<file path="src/rtl/fetch_stage_if.sv">
// ---------------------------------------------------------------------------
// fetch_if -- bundle of the fetch-stage control, redirect, instruction-memory
// and decode-facing signals.
//
//   PC_Sel      [1:0]  next-PC select from control (2'b01 = ALU target)
//   Inst_Kill          squash the current fetch (jump / taken branch)
//   alu_target  [31:0] redirect target from the X-stage ALU
//   stall              downstream stall, freezes the fetch stage
//   icache_addr [31:0] instruction-memory read address (sync read)
//   icache_re          instruction-memory read enable
//   icache_dout [31:0] instruction-memory read data (one cycle after addr)
//   inst        [31:0] instruction presented to decode
//   pc_F        [31:0] address of the instruction on inst
//   inst_valid         inst is a real instruction, not a bubble
//
// master: the surrounding pipeline / memory side.  slave: fetch_stage.
// ---------------------------------------------------------------------------
interface fetch_if;
    logic [1:0]  PC_Sel;
    logic        Inst_Kill;
    logic [31:0] alu_target;
    logic        stall;
    logic [31:0] icache_addr;
    logic        icache_re;
    logic [31:0] icache_dout;
    logic [31:0] inst;
    logic [31:0] pc_F;
    logic        inst_valid;

    modport master (
        output PC_Sel, Inst_Kill, alu_target, stall, icache_dout,
        input  icache_addr, icache_re, inst, pc_F, inst_valid
    );

    modport slave (
        input  PC_Sel, Inst_Kill, alu_target, stall, icache_dout,
        output icache_addr, icache_re, inst, pc_F, inst_valid
    );
endinterface

</file>
<file path="src/rtl/fetch_stage.sv">
// ---------------------------------------------------------------------------
// fetch_stage -- instruction fetch for a pipeline with a synchronous-read
// instruction memory.  pc_F names the address whose data is on icache_dout
// this cycle; icache_addr is the next PC, so a redirect reaches decode one
// cycle after the kill.  During a stall the first word seen is captured so
// decode keeps a stable instruction even if the memory output drifts, and a
// redirect that arrives while stalled is parked until the stall releases.
//
// Ports:
//   clk    single clock, rising edge
//   reset  asynchronous, active-high
//   bus    fetch_if.slave (control, redirect, icache and decode signals)
// ---------------------------------------------------------------------------
module fetch_stage #(
    parameter logic [31:0] RESET_PC = 32'h4000_0000,
    parameter logic [31:0] NOP_INST = 32'h0000_0013
) (
    input  logic   clk,
    input  logic   reset,
    fetch_if.slave bus
);

    logic [31:0] pc_reg;
    logic        valid_f;
    logic [31:0] hold_inst;
    logic        held;
    logic [31:0] redir_pc;
    logic        redir_pend;

    logic        redirect;
    logic [31:0] target;
    logic [31:0] next_pc;

    // Instructions are word aligned; the ALU may hand over a byte address.
    function automatic logic [31:0] align_target(input logic [31:0] t);
        return {t[31:2], 2'b00};
    endfunction

    // Next-PC selection; a fresh redirect beats a parked one.
    always_comb begin
        redirect = bus.Inst_Kill && (bus.PC_Sel == 2'b01);
        target   = align_target(bus.alu_target);
        if (!valid_f)
            next_pc = pc_reg;
        else if (redirect && !bus.stall)
            next_pc = target;
        else if (redir_pend && !bus.stall)
            next_pc = redir_pc;
        else if (bus.stall)
            next_pc = pc_reg;
        else
            next_pc = pc_reg + 32'd4;
    end

    // Decode-facing outputs.  A parked redirect means the word at pc_F is on
    // the wrong path, so it is bubbled just like a live kill.
    always_comb begin
        bus.icache_addr = next_pc;
        bus.icache_re   = !(bus.stall && valid_f);
        bus.pc_F        = pc_reg;
        if (!valid_f || bus.Inst_Kill || redir_pend) begin
            bus.inst       = NOP_INST;
            bus.inst_valid = 1'b0;
        end else begin
            bus.inst       = held ? hold_inst : bus.icache_dout;
            bus.inst_valid = 1'b1;
        end
    end

    always_ff @(posedge clk or posedge reset) begin
        if (reset) begin
            pc_reg     <= RESET_PC;
            valid_f    <= 1'b0;
            held       <= 1'b0;
            hold_inst  <= NOP_INST;
            redir_pend <= 1'b0;
            redir_pc   <= 32'h0;
        end else begin
            // The first edge after reset launches the read of RESET_PC.
            valid_f <= 1'b1;
            pc_reg  <= next_pc;

            if (bus.stall && !held) begin
                hold_inst <= bus.icache_dout;
                held      <= 1'b1;
            end else if (!bus.stall) begin
                held <= 1'b0;
            end

            if (bus.stall && redirect) begin
                redir_pc   <= target;
                redir_pend <= 1'b1;
            end else if (!bus.stall) begin
                redir_pend <= 1'b0;
            end
        end
    end

endmodule
</file>
<file path="src/flat_wrapper.sv">
// flat-port wrapper written by rule: the top's interface ports become plain ports
module fetch_stage_flat 
#(
    parameter logic [31:0] RESET_PC = 32'h4000_0000,
    parameter logic [31:0] NOP_INST = 32'h0000_0013
)
  (clk, reset, bus_PC_Sel, bus_Inst_Kill, bus_alu_target, bus_stall, bus_icache_dout, bus_icache_addr, bus_icache_re, bus_inst, bus_pc_F, bus_inst_valid);
  fetch_if bus_i ();
  input  logic clk;
  input  logic reset;
  input wire logic [$bits(bus_i.PC_Sel)-1:0] bus_PC_Sel;
  input wire logic [$bits(bus_i.Inst_Kill)-1:0] bus_Inst_Kill;
  input wire logic [$bits(bus_i.alu_target)-1:0] bus_alu_target;
  input wire logic [$bits(bus_i.stall)-1:0] bus_stall;
  input wire logic [$bits(bus_i.icache_dout)-1:0] bus_icache_dout;
  output wire logic [$bits(bus_i.icache_addr)-1:0] bus_icache_addr;
  output wire logic [$bits(bus_i.icache_re)-1:0] bus_icache_re;
  output wire logic [$bits(bus_i.inst)-1:0] bus_inst;
  output wire logic [$bits(bus_i.pc_F)-1:0] bus_pc_F;
  output wire logic [$bits(bus_i.inst_valid)-1:0] bus_inst_valid;
  assign bus_i.PC_Sel = bus_PC_Sel;
  assign bus_i.Inst_Kill = bus_Inst_Kill;
  assign bus_i.alu_target = bus_alu_target;
  assign bus_i.stall = bus_stall;
  assign bus_i.icache_dout = bus_icache_dout;
  assign bus_icache_addr = bus_i.icache_addr;
  assign bus_icache_re = bus_i.icache_re;
  assign bus_inst = bus_i.inst;
  assign bus_pc_F = bus_i.pc_F;
  assign bus_inst_valid = bus_i.inst_valid;
  fetch_stage #(.RESET_PC(RESET_PC), .NOP_INST(NOP_INST)) u_core (.clk(clk), .reset(reset), .bus(bus_i));
endmodule
</file>
<file path="config.mk">
export PLATFORM = sky130hd
export DESIGN_NAME = fetch_stage_flat
export DESIGN_NICKNAME = d
export VERILOG_FILES = /design/src/rtl/fetch_stage_if.sv /design/src/rtl/fetch_stage.sv /design/src/flat_wrapper.sv
export SDC_FILE = /design/constraint.sdc
export NUM_CORES = 1
export LEC_CHECK = 0
export CORE_UTILIZATION = 40
export DETAILED_ROUTE_END_ITERATION = 10
export PLACE_DENSITY = 0.7
export SETUP_SLACK_MARGIN = 0.1
export SLEW_MARGIN = 20
export SYNTH_ARGS = -nofsm -noshare
export SYNTH_HDL_FRONTEND = slang
export SYNTH_SLANG_ARGS = --single-unit
</file>
<file path="constraint.sdc">
create_clock -name clk -period 9.2 [get_ports clk]
set_input_delay 1.84 -clock clk [delete_from_list [all_inputs] [get_ports clk]]
set_output_delay 1.84 -clock clk [all_outputs]
set_load 0.005 [all_outputs]
</file>
==> After elaboration in Yosys (flattened, before gate mapping) <==
Cells that the tools add are included.
{ "word_totals": {"register_bits": 97, "inputBits": 70, "output_inout_bits": 98} }
{ "classes": {"add_sub_neg": 1, "eq_ne": 3, "mux": 10, "reduce_logical": 12} }
{ "op_table": {"columns": ["operator", "count"], "rows": [
  ["32-bit 2-to-1 mux", 6],
  ["32-bit by 3-bit adder with 32-bit output (second input constant)", 1],
  ["1-bit logical AND", 6],
  ["1-bit zero test", 4],
  ["1-bit 2-to-1 mux", 4],
  ["2-bit by 1-bit != test with 1-bit output (second input constant)", 2],
  ["2-bit by 1-bit equality test with 1-bit output (second input constant)", 1],
  ["1-bit logical OR", 2]
]} }

==> Longest topological paths before layout <==
{ "logic_depth": {"ltp_word": 5, "ltp_mapped": 8} }

==> Worst setup path before layout <==
OpenSTA, ideal clock, no wires.
{ "synth_timing": {"path_type": "input to output", "start": "input bus_stall", "end": "output bus_icache_addr[29]", "t_arrival_ns": 3.060, "required_ns": 7.360, "slack_ns": 4.300, "cell_stages": 7, "n_path_buf": 3, "cell_sequence": "buf_2 -> nor4bb_1 -> buf_2 -> buf_4 -> nand2_1 -> o211a_1 -> a311oi_1"} }
{ "synth_via": {"elab_chain_len": 5, "word_cells_on_any_way": 7, "cone_classes": "4 x mux; 3 x reduce/logical"} }
{ "synth_rtl": {"columns": ["element", "line", "rtl"], "rows": [
  ["start, declared", "flat_wrapper.sv:14", "input wire logic [$bits(bus_i.stall)-1:0] bus_stall;"],
  ["1-bit zero test", "fetch_stage.sv:45, fetch_stage.sv:47", null],
  ["1-bit logical AND", "fetch_stage.sv:47", "else if (redir_pend && !bus.stall)"],
  ["32-bit 2-to-1 mux", "fetch_stage.sv:47", null],
  ["32-bit 2-to-1 mux (*)", "fetch_stage.sv:45", "else if (redirect && !bus.stall)"],
  ["32-bit 2-to-1 mux (*)", "fetch_stage.sv:43", "if (!valid_f)"],
  ["end, declared", "flat_wrapper.sv:16", "output wire logic [$bits(bus_i.icache_addr)-1:0] bus_icache_addr;"]
]} }
Every way passes the cells marked *; elsewhere a longest branch is shown, timed or not.

==> Worst setup path in the final report <==
{ "layout_timing": {"start": "input bus_stall", "end": "output bus_icache_addr[12]"} }
Same word-level chain as after synthesis.

==> key figures <==
Logic synthesis
  – Synth area leader: dfrtp_1
  – Synth top area cells: dfrtp_1, mux2_2, mux2i_1
  – Syn. warnings: 0
  – Synth cell types: 65
  – Syn Area/Cell: 10.19 sq um
  – Flops & latches, synth: 97
  – Sequential area share after synthesis: 45.39%
  – Mapped Cells: between 500 and 600
  – Mapped cell area: between 5000 and 6000 sq um
  – Syn Nets: slightly below 600
  – Synth top area share: 43.43%
  – Fraction of registers with async set/reset: between 90% and 100%
  – Post-synth EDFFs: 0
  – Main synth FF type: dfrtp_1

STA
  – Min Hold Slack: about 0.51 ns
  – Tmin final: roughly 7 ns
  – Skew final: ~0.0059 ns
  – Rel. slew slack: between 20 and 30%
  – RSZ-0062 raised after global routing: false
  – Post-route setup TNS: 0 ns
  – Slew @ Worst Pin: around 1.1 ns
  – Final period util: approximately three quarters
  – Fin. Hold Viols: 0
  – Endpoints failing setup: 0
  – Max Slew Vio Count: 0
  – Max Clk Rate: ~140 MHz

Worst setup path
  – Critical-path top delay cell: clkdlybuf4s50_1
  – Setup crit end kind: output port
  – CP Data Required Time: roughly 7.4 ns
  – Max incr delay on CP: approximately 0.75 ns
  – Critical path's top delay family: simple AND/OR/NAND/NOR gates
  – CP Class: input port to output port
  – Most frequent CP cell: clkdlybuf4s50_1
  – Crit-path max FO: 16
  – Cell Chain, Critical Path: clkdlybuf4s50_1 > nand4bb_1 > nand3_1 > o21ai_0 > nor2_1 > o22ai_1 > clkdlybuf4s50_1
  – CP startpoint kind: input port
  – Crit path arrival time: between 5 and 6 ns
  – Buffers plus inverters on the worst setup path: 2
  – Reg2Reg Setup Slack: approximately 7.0 ns

Global routing
  – Tot GR Track Use: between 20 and 25%
  – First-pass GRT wire length: between 20 and 25 mm
  – Vias in the first global route: 4,674
  – Pin count of the biggest net entering global routing: 66
  – Overflow after GRT: 0
  – Initial antenna violation count: 0

Clock network
  – Hold buffer count at cts: 0
  – Clock root buffer: clkbuf_16
  – Inserted Clock Buffers: 9
  – Post-CTS Setup Inserts: 0
  – Clock latency on the worst-skew pair: 0.34 ns
  – Deepest clock path buffer count: 2
  – Post-CTS Resized: 0
  – Worst-path clk slew: 0.06 ns
  – CTS tree: done
  – H-tree depth: 3
  – Sink Count: 97

Outcome
  – Status: complete, no violations

Floorplanning
  – Core area: ~13,000 sq um
  – Num rows: 41
  – Initial core utilization: 41.79%
  – Die area: ~14,000 sq um
  – Chip height: approximately 120 um
  – DIE WIDTH: 117.7 um
  – I/O pin total: between 150 and 200

Route
  – WL final: ~15 mm
  – Vias: between 4,000 and 5,000
  – Vias per inst: between 5 and 6
  – Drt first pass iters: 5
  – WL/cell: 17.76 um
  – Iter 0 DRT Violations: roughly 320
  – DRC: 0
  – Routed Antenna Nets: 0

Power and ir drop
  – IR drop worst, VDD: between 100 and 150 uV
  – Internal power: roughly 990 uW
  – Sw Share: 28.08%
  – Logic pwr share: ~28%
  – Leakage: a little over 3 nW
  – Clock network power share: 29.5%
  – Switch Pwr: between 300 and 400 uW
  – Sequential power share: between 40% and 50%
  – Cell area power density: 183.8 nW/um^2

Finish
  – Ratio of cells with drive above 1 in the final layout: between 10% and 20%
  – N_diodes: 0
  – Number of nets in the layout: 744
  – Layout area overhead: 39.53%

Worst hold path
  – Hold Crit Class: flop to flop

Placed design
  – GP Congestion: 0.8607
  – Hpwl dp: about 11 mm
  – Number of buffers added on ports: roughly 170

Run
  – Max-Cap Viols: 0
## worst paths after layout
path                                            from                    to  cells past startpoint
worst max register to register    u_core.bus.pc_F[2]   u_core.bus.pc_F[26]                      6
min in group asynchronous                      reset  u_core.hold_inst[26]                      2
max in group asynchronous                      reset    u_core.bus.pc_F[5]                      3
worst min-delay path            u_core.hold_inst[22]  u_core.hold_inst[22]                      1
worst max-delay path                       bus_stall   bus_icache_addr[12]                      7
worst min register to register  u_core.hold_inst[22]  u_core.hold_inst[22]                      1
## worst register-to-register path: stages, from the launching register on
cell and delay (ns):
dfrtp_1 0.48, ha_1 0.31, nand3b_4 0.11, nor2_1 0.38, nand3_2 0.27, a21o_1 0.23
a211o_1 0.31
## state kept, by name, summed over array words and instances, names as in the netlist
register and flops:
u_core.hold_inst 32, u_core.bus.pc_F 32, u_core.redir_pc 30, u_core.redir_pend 1
u_core.valid_f 1, u_core.held 1
## cells in the mapped netlist (3+ instances only)
master,n
mux2_2,62
a311oi_1,3
o21ai_1,11
xor2_1,7
inv_1,6
o211ai_1,5
nand4_1,4
o221ai_1,3
nor2_1,54
and3_1,12
nand2b_1,3
clkbuf_1,20
mux2i_1,35
nand3_1,28
o31ai_1,4
dfstp_2,4
a31oi_1,3
buf_2,12
xnor2_1,4
a21oi_1,29
o21ai_0,10
nand2_1,37
and4_1,3
nor3_1,10
a211o_1,4
a211oi_1,6
dfrtp_1,93
buf_1,4
## kinds of logic after synthesis
logic type,count (synthesis),share of synthesized area (%)
xor gates and xnor gates,11,1.798
AOI/OAI and AO/OA,96,11.60
muxes,97,19.57
adders and majority gates,1,0.2334
and+or+nand+nor,178,17.84
buffers and inverters,45,3.502
other,1,0.06998
DFF,97,45.39
## power groups by stage
| stage | Combinational (mW) | Clock, mW | Sequential, mW |
|---|---|---|---|
| global placement | 0.375 | 0 | 0.590 |
| floorplan | 0.178 | 0 | 0.573 |
| detailed placement | 0.382 | 0 | 0.595 |
| global route | 0.412 | 0.432 | 0.602 |
| finish | 0.380 | 0.405 | 0.589 |
| CTS | 0.385 | 0.416 | 0.588 |
## area by class of cell
type                       count  area [sq um]
tap                          172         215.2
multi-input combinational    384          2756
sequential                    97          2434
timing repair buffer         173          1712
inverter                       8         32.53
clock buffer                  15         297.8
fill                        1109          5348
clock inverter                 1         30.03
## cell usage in the layout (no fill, tap or decap), drive strengths merged, types with 4 or more instances in the layout
cell,count
clkdlybuf4s50,165
dfrtp,93
mux2,62
nor2,56
nand2,37
mux2i,35
a21oi,29
nand3,29
o21ai,21
clkbuf,15
and3,12
nor3,12
buf,8
inv,8
xor2,7
a211oi,6
nand4,6
o211ai,5
nor4,5
a211o,4
o31ai,4
xnor2,4
dfstp,4
## per-layer routing
layer / global-route usage [%] / vias to the layer above / routed length, um
met5: 0 / - / 0
met1: 28.40 / 2314 / 6565
met3: 3.634 / 14 / 724
li1: - / 2205 / -
met2: 37.39 / 163 / 7599
met4: 8.894 / 0 / 208
## metrics by stage
step                area [sq um]  util, %  instances  total power, mW  worst slack (ns)
floorplan                   5359        -        526           0.7518             4.300
global placement            7149    55.75        834           0.9653             2.273
detailed placement          7149    55.75        834           0.9774             2.257
CTS                         7477    58.30        850            1.389             2.227
global route                7477    58.30        850            1.446             2.034
finish                      7477    58.30        850            1.374             2.257
Note: power is estimated with default switching activity, not from simulation.
